### config.mk
export PLATFORM = sky130hd
export DESIGN_NAME = divide_unit
export DESIGN_NICKNAME = d
export VERILOG_FILES = /design/src/rtl/divide_unit.sv
export SDC_FILE = /design/constraint.sdc
export NUM_CORES = 1
export LEC_CHECK = 0
export CAP_MARGIN = 15
export CORE_MARGIN = 2
export CORE_UTILIZATION = 45
export DETAILED_ROUTE_END_ITERATION = 10
export DONT_BUFFER_PORTS = 1
export PLACE_DENSITY = 0.63
export SLEW_MARGIN = 20
export SYNTH_ARGS = -nofsm -noshare
export SYNTH_HDL_FRONTEND = slang
export SYNTH_SLANG_ARGS = --single-unit
### constraint.sdc
create_clock -name clk -period 3.6 [get_ports clk]
set_input_delay 0.54 -clock clk [delete_from_list [all_inputs] [get_ports clk]]
set_output_delay 0.54 -clock clk [all_outputs]
set_load 0.1 [all_outputs]
### src/rtl/divide_unit.sv
// rtl/divide_unit.sv - RV32M DIV/DIVU/REM/REMU restoring divider, one quotient bit per cycle.
// Optional macro DIVIDE_UNIT_EARLY_EXIT_EN: finish divide-by-zero and signed overflow at accept.
module divide_unit (
    input  logic        clk,
    input  logic        reset_n,
    input  logic        in_valid,
    output logic        in_ready,
    input  logic [1:0]  op,
    input  logic [31:0] a,
    input  logic [31:0] b,
    output logic        r_valid,
    input  logic        r_ready,
    output logic [31:0] r
);

    typedef enum logic [1:0] {
        IDLE = 2'd0,
        RUN  = 2'd1,
        DONE = 2'd2
    } state_t;

    state_t      state;
    state_t      state_nx;

    logic        sel_rem;
    logic        q_neg;
    logic        r_neg;
    logic [4:0]  cnt;
    logic [31:0] dq;
    logic [31:0] rem;
    logic [31:0] dvs;

    logic        is_signed;
    logic        a_neg;
    logic        b_neg;
    logic [31:0] a_mag;
    logic [31:0] b_mag;
    logic        div_zero;
    logic        ovf;
    logic        early;

    logic [32:0] rem_sh;
    logic [32:0] diff;
    logic        q_bit;
    logic [31:0] q_res;
    logic [31:0] r_res;

    always_comb begin
        is_signed = ~op[0];
        a_neg     = is_signed & a[31];
        b_neg     = is_signed & b[31];
        a_mag     = a_neg ? (32'd0 - a) : a;
        b_mag     = b_neg ? (32'd0 - b) : b;
        div_zero  = (b == 32'd0);
        ovf       = is_signed && (a == 32'h8000_0000) && (b == 32'hFFFF_FFFF);
`ifdef DIVIDE_UNIT_EARLY_EXIT_EN
        early     = div_zero | ovf;
`else
        early     = 1'b0;
`endif
    end

    // Trial subtraction on the 33-bit shifted partial remainder; borrow means restore.
    always_comb begin
        rem_sh = {rem, dq[31]};
        diff   = rem_sh - {1'b0, dvs};
        q_bit  = ~diff[32];
    end

    always_ff @(posedge clk or negedge reset_n) begin
        if (!reset_n) begin
            state <= IDLE;
        end else begin
            state <= state_nx;
        end
    end

    always_comb begin
        state_nx = state;
        case (state)
            IDLE: begin
                if (in_valid) begin
                    state_nx = early ? DONE : RUN;
                end
            end
            RUN: begin
                if (cnt == 5'd31) begin
                    state_nx = DONE;
                end
            end
            DONE: begin
                if (r_ready) begin
                    state_nx = IDLE;
                end
            end
            default: state_nx = IDLE;
        endcase
    end

    always_ff @(posedge clk or negedge reset_n) begin
        if (!reset_n) begin
            sel_rem <= 1'b0;
            q_neg   <= 1'b0;
            r_neg   <= 1'b0;
            cnt     <= 5'd0;
            dq      <= 32'd0;
            rem     <= 32'd0;
            dvs     <= 32'd0;
        end else begin
            case (state)
                IDLE: begin
                    if (in_valid) begin
                        sel_rem <= op[1];
                        // A zero divisor yields an all-ones magnitude that must stay unsigned.
                        q_neg   <= (a_neg ^ b_neg) & ~div_zero;
                        r_neg   <= a_neg;
                        cnt     <= 5'd0;
                        dvs     <= b_mag;
                        dq      <= a_mag;
                        rem     <= 32'd0;
`ifdef DIVIDE_UNIT_EARLY_EXIT_EN
                        if (div_zero) begin
                            dq  <= 32'hFFFF_FFFF;
                            rem <= a_mag;
                        end
`endif
                    end
                end
                RUN: begin
                    dq  <= {dq[30:0], q_bit};
                    rem <= q_bit ? diff[31:0] : rem_sh[31:0];
                    cnt <= cnt + 5'd1;
                end
                default: begin
                end
            endcase
        end
    end

    always_comb begin
        q_res    = q_neg ? (32'd0 - dq) : dq;
        r_res    = r_neg ? (32'd0 - rem) : rem;
        in_ready = (state == IDLE);
        r_valid  = (state == DONE);
        r        = r_valid ? (sel_rem ? r_res : q_res) : 32'd0;
    end

endmodule

==> results.txt <==
----------------------------------------------------
[Cells and area]
  Layout cells sized above 1 ... 0.1597
  Relative area change from synthesis to final layout ... 21.87%
  Number of nets in the layout ... 1269
  Share of the core filled with cells in the final layout ... 0.5624
  Cell area after layout ... 0.01098 mm2

[Outcome]
  Violated checks ... setup timing
  Run status ... complete, but fails checks

[Clocking]
  H-tree Lvls ... 3
  Count of clock tree sinks ... 106
  Maximum count of clock buffers along a single path ... 2
  Clock insertion delay at the later pin of the skew report ... 360 ps
  Number of buffers inserted during clock tree synthesis ... 9
  TritonCTS clock tree ... done
  Clock transition at the registers of the reported paths ... 80 ps
  Root buffer cell ... clkbuf_16

[Logic synthesis]
  EDFF count, synth ... 0
  Most area-consuming cells after synthesis ... dfrtp_1, xnor2_1, o21ai_0
  Area share of the largest cell type after synthesis ... 0.2944
  Average size of a mapped cell ... 7.982 um2
  Number of flip-flops and latches in the synthesized netlist ... 106
  Cells after synthesis ... 1129
  Cell taking the most area after synthesis ... dfrtp_1
  Top-count cell post-synth ... o21ai_0
  Number of warning messages in the yosys log ... 0
  Portion of the post-synthesis area used by sequential elements ... 0.2944
  Post-synthesis instance area ... 0.009011 mm2
  Async set-reset flop share out of synthesis ... 1.000
  Most numerous cell types in the synthesized netlist ... o21ai_0, nand2_1, dfrtp_1, nor2_1, xnor2_1
  Most common flop cell mapped by yosys ... dfrtp_1
  Number of distinct standard cells referenced by the synthesized netlist ... 61
  Total nets after synthesis ... 1238

[Timing]
  Number of slew-limit violations in the final report ... 0
  Final number of hold-violating endpoints ... 0
  Worst Max-Slew Pin Slew ... 1108 ps
  Max-Slew Margin vs Limit ... 0.2612
  Clock Skews ... 7.531 ps
  Part of the cycle the worst path needs ... 1.094
  Max Freq ... 0.2538 GHz
  # setup viols final ... 11
  Time the worst path needs with I/O delays and setup ... 3940 ps
  RSZ-0062 raised after global routing ... yes
  Post-route setup slack ... -339.6 ps
  Final-layout setup total negative slack ... -2192 ps

[Placement]
  # port buffers ... 0
  Sum of net half-perimeters after detailed placement ... 17900 um
  Standard cell area after detailed placement ... 0.01026 mm2
  Global placement routability congestion ... 0.8820
  Worst slack, placed ... 7.102 ps

[Routing]
  Routed length per instance ... 17.25 um
  Total detailed-routing wirelength ... 24690 um
  Number of nets with antenna violations after detailed routing ... 0
  Number of iterations in the first detailed-routing pass ... 5
  Via count of the routed design ... 8360
  Total DRC errors in the routed layout ... 0
  Average via count per standard cell ... 5.842
  First DRT Iteration DRCs ... 490

[Power and ir drop]
  Pint ... 5790 uW
  Portion of total power attributed to sequential cells ... 0.238
  Sum of internal, switching and leakage power ... 11620 uW
  Ratio of total power to cell area ... 1058 mW/mm2
  Largest vdd supply drop ... 0.6643 mV
  Switching share of power ... 0.5017
  Net switching power ... 5829 uW
  Static leakage power ... 0.004362 uW
  Comb power frac ... 0.669
  Clock network fraction of design power ... 0.093

[Floorplan]
  Top-level port count ... 104
  Starting utilization of the core area ... 0.4615
  Die X-Extent ... 145.5 um
  Cell row count ... 51
  Total die area ... 0.02117 mm2
  Die Y-Extent ... 145.5 um
  Core region area ... 0.01953 mm2

[Critical path]
  Worst setup slack for register-to-register paths ... 230 ps
  Setup CP Type ... reg2out
  Worst Setup EP ... r[29]
  Cell chain of the critical path ... or4_4 -> or3_4 -> or3_4 -> or3_4 -> nand2b_4 -> o41ai_4 -> xor2_1 -> a211oi_4 -> buf_12
  Endpoint arrival time on the critical path ... 3400 ps
  Depth of the worst register-to-register path ... 13
  Critical path startpoint category ... flip-flop
  Startpoint of the lowest-slack register-to-register path ... dq[31]
  Worst Path Buf+Inv ... 1
  Critical Path Fanout Max ... 5
  Cell count along the critical path ... 9
  Slowest CP cell ... or4_4
  End of the worst register-to-register path ... rem[0]
  First element of the critical path ... rem[10]
  Cell repeated most along the worst path ... or3_4
  Cell family with most CP delay ... simple AND/OR/NAND/NOR gates
  Maximum single-stage delay on the critical path ... 540 ps
  CP endpoint kind ... output port
  Worst Path Required ... 3060 ps

[Global route]
  GR Overflow Total ... 0
  Antenna violations before repair ... 1
  First-pass GRT wire length ... 40770 um
  GRT Util Overall ... 0.2327
  Number of global-route vias before repair ... 8157
  Largest net degree at the start of global routing ... 107

[Flow run]
  Max-capacitance violation count ... 0

[Hold path]
  Class of the most critical hold timing path ... in2async

----------------------------------------------------
-- timing repair --
item                                    CTS  global route
resized for setup                        20            35
hold endpoints to repair                106             0
cloned                                    0             0
pin swaps                                10            10
endpoints found under the setup margin   14            23
buffers inserted                          8             3
hold buffers                              1             0
-- metal layers --
metal / vias to the layer above / wire [um] / track usage
met5: - / 0 / 0
met4: 0 / 425 / 0.05490
met3: 38 / 1025 / 0.04201
met2: 172 / 12570 / 0.4149
met1: 4039 / 10670 / 0.2929
li1: 4111 / - / -
-- cell families (layout without fill, tap and decap cells) --
kind of cell / Yosys count / count (layout) / synth area share
adder cells (fa/ha/maj): 39 / 39 / 0.05499
AO/OA/AOI/OAI: 355 / 355 / 0.2585
flip-flops: 106 / 106 / 0.2944
multiplexers: 4 / 4 / 0.004443
other: 0 / 1 / 0
buffers and inverters: 112 / 148 / 0.04804
AND/OR/NAND/NOR: 364 / 364 / 0.1940
XOR/XNOR: 149 / 149 / 0.1457
-- how the worst min path moves through the flow --
stage / endpoint / slack [ps]
after global routing: dvs[27] / 160
after detailed placement: dvs[27] / 250
final: dvs[27] / 110
after CTS: dvs[27] / 130
after floorplan: cnt[0] / 240
after global placement: dvs[27] / 250
-- sequential cells by signal (all words and copies together), names as in the netlist --
name,flops
rem,32
dvs,32
cnt,5
q_neg,1
dq,32
state,2
r_neg,1
sel_rem,1
-- worst register-to-register path, delay by kind of cell, from the launching register on --
kind                       cells  cell delay [ps]
DFF                            1              420
AOI/OAI and AO/OA              6             1560
xor gates and xnor gates       1              270
adders and majority gates      2              440
buffers and inverters          2              420
and+or+nand+nor                2              150
-- through the flow --
step	hold WS [ps]	instances
final	113.5	1431
after global routing	157.1	1430
after CTS	133.2	1427
after detailed placement	248.0	1402
after global placement	248.3	1402
after floorplan	244.4	1129
-- layout by cell type (no fill, tap or decap), types with 28 or more instances in the layout --
master | netlist | routed
dfrtp_1 | 106 | 105
buf_4 | 3 | 60
a22oi_1 | 31 | 31
o31ai_1 | 32 | 28
nand2_1 | 118 | 115
inv_1 | 49 | 47
xor2_1 | 68 | 62
xnor2_1 | 80 | 79
nor2_1 | 80 | 74
nand3_1 | 62 | 62
ha_1 | 38 | 37
o21ai_0 | 124 | 119
a21oi_1 | 50 | 47
-- area by class of cell --
class / count / area, um2
Multi-Input combinational cell: 911 / 6581
Clock buffer: 13 / 270.3
Timing Repair Buffer: 83 / 909.6
Antenna cell: 1 / 2.502
Tap cell: 265 / 331.6
Sequential cell: 106 / 2656
Inverter: 49 / 183.9
Clock inverter: 3 / 46.29
Fill cell: 1834 / 8544
-- power groups by stage --
stage	registers (uW)	logic, uW	clock network, uW
3_5_place_dp	2710	7510	0
3_3_place_gp	2700	7410	0
4_1_cts	2720	7660	1110
6_report	2770	7770	1080
5_1_grt	2870	8660	1140
2_1_floorplan	2390	5870	0
No activity file was read; power rests on OpenSTA's default activity.
==> RTL edit 1 (same flow settings) <==
Build with the macro `DIVIDE_UNIT_EARLY_EXIT_EN` defined.
--- a/src/rtl/divide_unit.sv
+++ b/src/rtl/divide_unit.sv
@@ -2,2 +2,4 @@
 // Optional macro DIVIDE_UNIT_EARLY_EXIT_EN: finish divide-by-zero and signed overflow at accept.
+`define DIVIDE_UNIT_EARLY_EXIT_EN
+
 module divide_unit (
Function: changed (a bounded check fails within 4 cycles, from zero or initial values and one cycle with reset_n low).
==> RTL edit 1 against the original RTL <==
- the run still ends with setup timing left
- sequential cell count stayed put
- wire length is 23% higher
- design area rose by 7.0%
- setup slack got worse by 0.023 ns
- power grew 14%
- first-iteration DRC count is 35% higher
- hold slack worse by 0.011 ns
- area after synthesis rose by 8.2%
- synthesized cell count up 13%
- critical path type unchanged
- largest cell class unchanged
==> RTL edit 1: results (changes against the original RTL) <==
status=complete, but fails checks (unchanged); violated checks=setup timing (unchanged); number of global-route vias before repair=8899 (was 8157); GRT Overall Usage=0.271 (was 0.233); GPL Wtd Cong=0.917 (was 0.882); Setup Total Neg Slack=-2.63 ns (was -2.19 ns); first-pass GRT wire length=48200 um (was 40800 um); nets=1419 (was 1269); Non-Filler Instances=1589 (was 1431); syn avg cell area=7.64 um^2 (was 7.98 um^2); worst path arrival time=3.42 ns (was 3.40 ns); placed cells=1564 (was 1402); Layout Skew=0.0119 ns (was 0.00753 ns); Final Setup Violations=14 (was 11); syn nets=1385 (was 1238); most area-consuming cells after synthesis=dfrtp_1, xnor2_1, nand2_1 (was dfrtp_1, xnor2_1, o21ai_0); register area share after synthesis=0.272 (was 0.294); drt wl/cell=19.2 um (was 17.3 um); P_leak=4.63 nW (was 4.36 nW); post-detail-place hpwl=23400 um (was 17900 um); initial antenna violation count=0 (was 1); via/cell ratio=6.02 (was 5.84); Worst Reg-to-Reg Cells=10 (was 13); worst setup margin=-0.363 ns (was -0.340 ns); worst-margin pin slew=1.10 ns (was 1.11 ns); CP Max Fanout=4 (was 5); count of cell types in the netlist=67 (was 61); share of cells above drive strength 1=0.157 (was 0.160); Synth top cells by count=nand2_1, dfrtp_1, o21ai_0, a21oi_1, nor2_1 (was o21ai_0, nand2_1, dfrtp_1, nor2_1, xnor2_1); IR drop worst, VDD=588 uV (was 664 uV)
[RTL edit 1: changes by cell type in the layout (fill, tap and decap cells not counted), moves of 12 or more]
cell / change
nand2_1: +58
a31oi_1: +37
mux2i_1: +16
nand3_1: -35
nor3_1: +32
a21oi_1: +36
o21ai_0: -26
buf_4: +12
a22oi_1: -29
[RTL edit 1: cells by family after synthesis]
logic type / synth area share
AND/OR/NAND/NOR: 0.218
AO/OA/AOI/OAI: 0.250
XOR/XNOR: 0.132
buffers and inverters: 0.0524
flip-flops: 0.272
adder cells (fa/ha/maj): 0.0521
multiplexers: 0.0228
[RTL edit 1: final cells by class]
type	instances	area, um^2
Clock buffer	9	225
Clock inverter	7	83.8
Fill cell	1989	9400
Inverter	54	203
Multi-Input combinational cell	1041	7230
Sequential cell	106	2660
Tap cell	275	344
Timing Repair Buffer	97	1000
[RTL edit 1: per-layer routing]
layer  global-route usage  vias up  routed length, um
met5                    0        -                  0
met4               0.0453        0                384
met3               0.0569       19               2520
met2                0.409      341              13200
met1                0.405     4547              14400
li1                     -     4655                  -
[RTL edit 1: repair_timing]
item | CTS | global route
buffers inserted | 4 | 4
setup endpoints to repair | 13 | 18
resized for setup | 38 | 22
hold buffers | 1 | 0
hold endpoints to repair | 106 | 0
pin swaps | 22 | 12
[RTL edit 1: per-stage QoR]
stage	worst slack (ns)	area (um^2)
2_1_floorplan	-0.572	9990
3_3_place_gp	0.0261	11000
3_5_place_dp	-0.0678	11000
4_1_cts	-0.372	11600
5_1_grt	-0.435	11800
6_report	-0.363	11800
[RTL edit 1: worst paths after layout]
check / start / endpoint / slack [ns]
min in group clk: op[0] / q_neg / 0.26
worst min-delay path: reset_n / dq[4] / 0.10
worst max register to register: rem[2] / rem[20] / 0.39
max in group asynchronous: reset_n / dvs[13] / 3.06
worst min register to register: dvs[5] / dvs[5] / 0.48
worst max-delay path: rem[10] / r[31] / -0.36
[RTL edit 1: worst register-to-register path: cells and delay by family, from the launching register on]
family / cells / cell delay [ns]
AOI/OAI and AO/OA: 6 / 1.13
xor gates and xnor gates: 1 / 0.41
adders and majority gates: 1 / 0.41
buffers and inverters: 1 / 0.26
DFF: 1 / 0.48
and+or+nand+nor: 1 / 0.39
[RTL edit 1: power breakdown]
part / internal [mW] / leakage (nW) / switching, mW / total (mW)
combinational: 3.74 / 3.20 / 5.81 / 9.55
sequential: 1.82 / 1.28 / 0.838 / 2.66
clock: 0.556 / 0.154 / 0.526 / 1.08
==> RTL edit 2 (same settings) <==
Made on the original files. The 3 states of `state_t` get a one-hot encoding in 3 bits.
--- a/src/rtl/divide_unit.sv
+++ b/src/rtl/divide_unit.sv
@@ -15,6 +15,6 @@
 
-    typedef enum logic [1:0] {
-        IDLE = 2'd0,
-        RUN  = 2'd1,
-        DONE = 2'd2
+    typedef enum logic [2:0] {
+        IDLE = 3'b001,
+        RUN  = 3'b010,
+        DONE = 3'b100
     } state_t;
Behaviour: no difference found for any inputs over 10 cycles, from zero or initial values and one cycle with reset_n low; not proved beyond that.
==> RTL edit 2 against the original RTL <==
- the run still ends with setup timing left
- maximum frequency down 9.7%
- design area up 5.3%
- power up 12%
- sequential cell count up 1
- count of clock-buffer cells in the layout down 4
- area after synthesis up 0.68%
- wire length up 3.4%
- setup slack worse by 0.42 ns
==> RTL edit 2: results (changes against the original RTL) <==
GRT Overall Usage=0.239 (was 0.233); count of cell types in the netlist=64 (was 61); Final Setup Violations=17 (was 11); worst setup margin=-0.763 ns (was -0.340 ns); met2 WL=12600 um (about the same); mux cell area share after synthesis=0.0376 (was 0.00444); via count of the routed design=8523 (was 8360); Layout Skew=0.00627 ns (was 0.00753 ns); status=complete, but fails checks (unchanged); worst skew pair latency=0.36 ns (about the same); P_leak=4.69 nW (was 4.36 nW); worst-margin pin slew=0.997 ns (was 1.11 ns); CP Launch Point=dq[8] (was rem[10]); max incr delay on CP=0.53 ns; Worst Reg-to-Reg Cells=14 (was 13); post-detail-place hpwl=18800 um (was 17900 um); fraction of registers with async set/reset=1.00 (unchanged); Total Wirelength=25500 um (was 24700 um); M1 GR Usage=0.312 (was 0.293); TritonCTS buffer count=9 (unchanged); most area-consuming cells after synthesis=dfrtp_1, o21ai_0, xor2_1 (was dfrtp_1, xnor2_1, o21ai_0); share of cells above drive strength 1=0.189 (was 0.160); DRT met1 WL=11400 um (was 10700 um); initial antenna violation count=0 (was 1); number of global-route vias before repair=8413 (was 8157); Synth Area in XOR/XNOR=0.140 (was 0.146); violated checks=setup timing (unchanged); syn nets=1228 (was 1238); register area share after synthesis=0.295 (was 0.294); routed wl met3=964 um (was 1030 um); Top Registers=dq x32, dvs x32, rem x32 (unchanged); Fill cells=1849 (was 1834); 1st-iter DRT viols=412 (was 490); worst path arrival time=3.82 ns (was 3.40 ns); Reg-to-Reg Start=rem[10] (was dq[31]); worst slack at placement=-0.458 ns (was 0.00710 ns); CP Capture Point=r[31] (was r[29]); Setup Total Neg Slack=-8.27 ns (was -2.19 ns); Reg-to-Reg End=rem[8] (was rem[0]); antenna cells=0 (was 1); grt met2 use=0.414 (was 0.415); Synth Area in Adders=0.0546 (was 0.0550); FF-to-FF setup slack=0.20 ns (was 0.23 ns); # resized after CTS=17 (was 20); GPL Wtd Cong=0.880 (was 0.882); grt met3 use=0.0320 (was 0.0420); Synth top cells by count=o21ai_0, nand2_1, dfrtp_1, nor2_1, xor2_1 (was o21ai_0, nand2_1, dfrtp_1, nor2_1, xnor2_1); post-synthesis compound-gate area fraction=0.246 (was 0.259)
[RTL edit 2: per-stage QoR]
step	utilization	cells
finish	0.588	1461
global route	0.588	1461
CTS	0.577	1458
detailed placement	0.552	1441
global placement	0.552	1441
floorplan	-	1119
[RTL edit 2: worst min path at each step]
stage / slack, ns / end / from
finish: 0.02 / state[0] / reset_n
global route: 0.008 / state[0] / reset_n
global placement: 0.25 / dvs[29] / reset_n
detailed placement: 0.25 / dvs[24] / reset_n
CTS: 0.01 / state[0] / reset_n
floorplan: 0.24 / cnt[0] / reset_n
[RTL edit 2: cell type report]
type / instances / area share
Tap cell: 265 / 0.0287
Clock buffer: 9 / 0.0195
Clock inverter: 7 / 0.0120
Multi-Input combinational cell: 909 / 0.586
Timing Repair Buffer: 119 / 0.107
Sequential cell: 107 / 0.232
Inverter: 45 / 0.0146
[RTL edit 2: power by group]
part           switching (mW)  internal, mW  leakage (nW)
Combinational            5.07          4.17          3.13
Sequential              0.768          1.74          1.38
Clock                   0.483         0.751         0.180
Total                    6.32          6.66          4.69
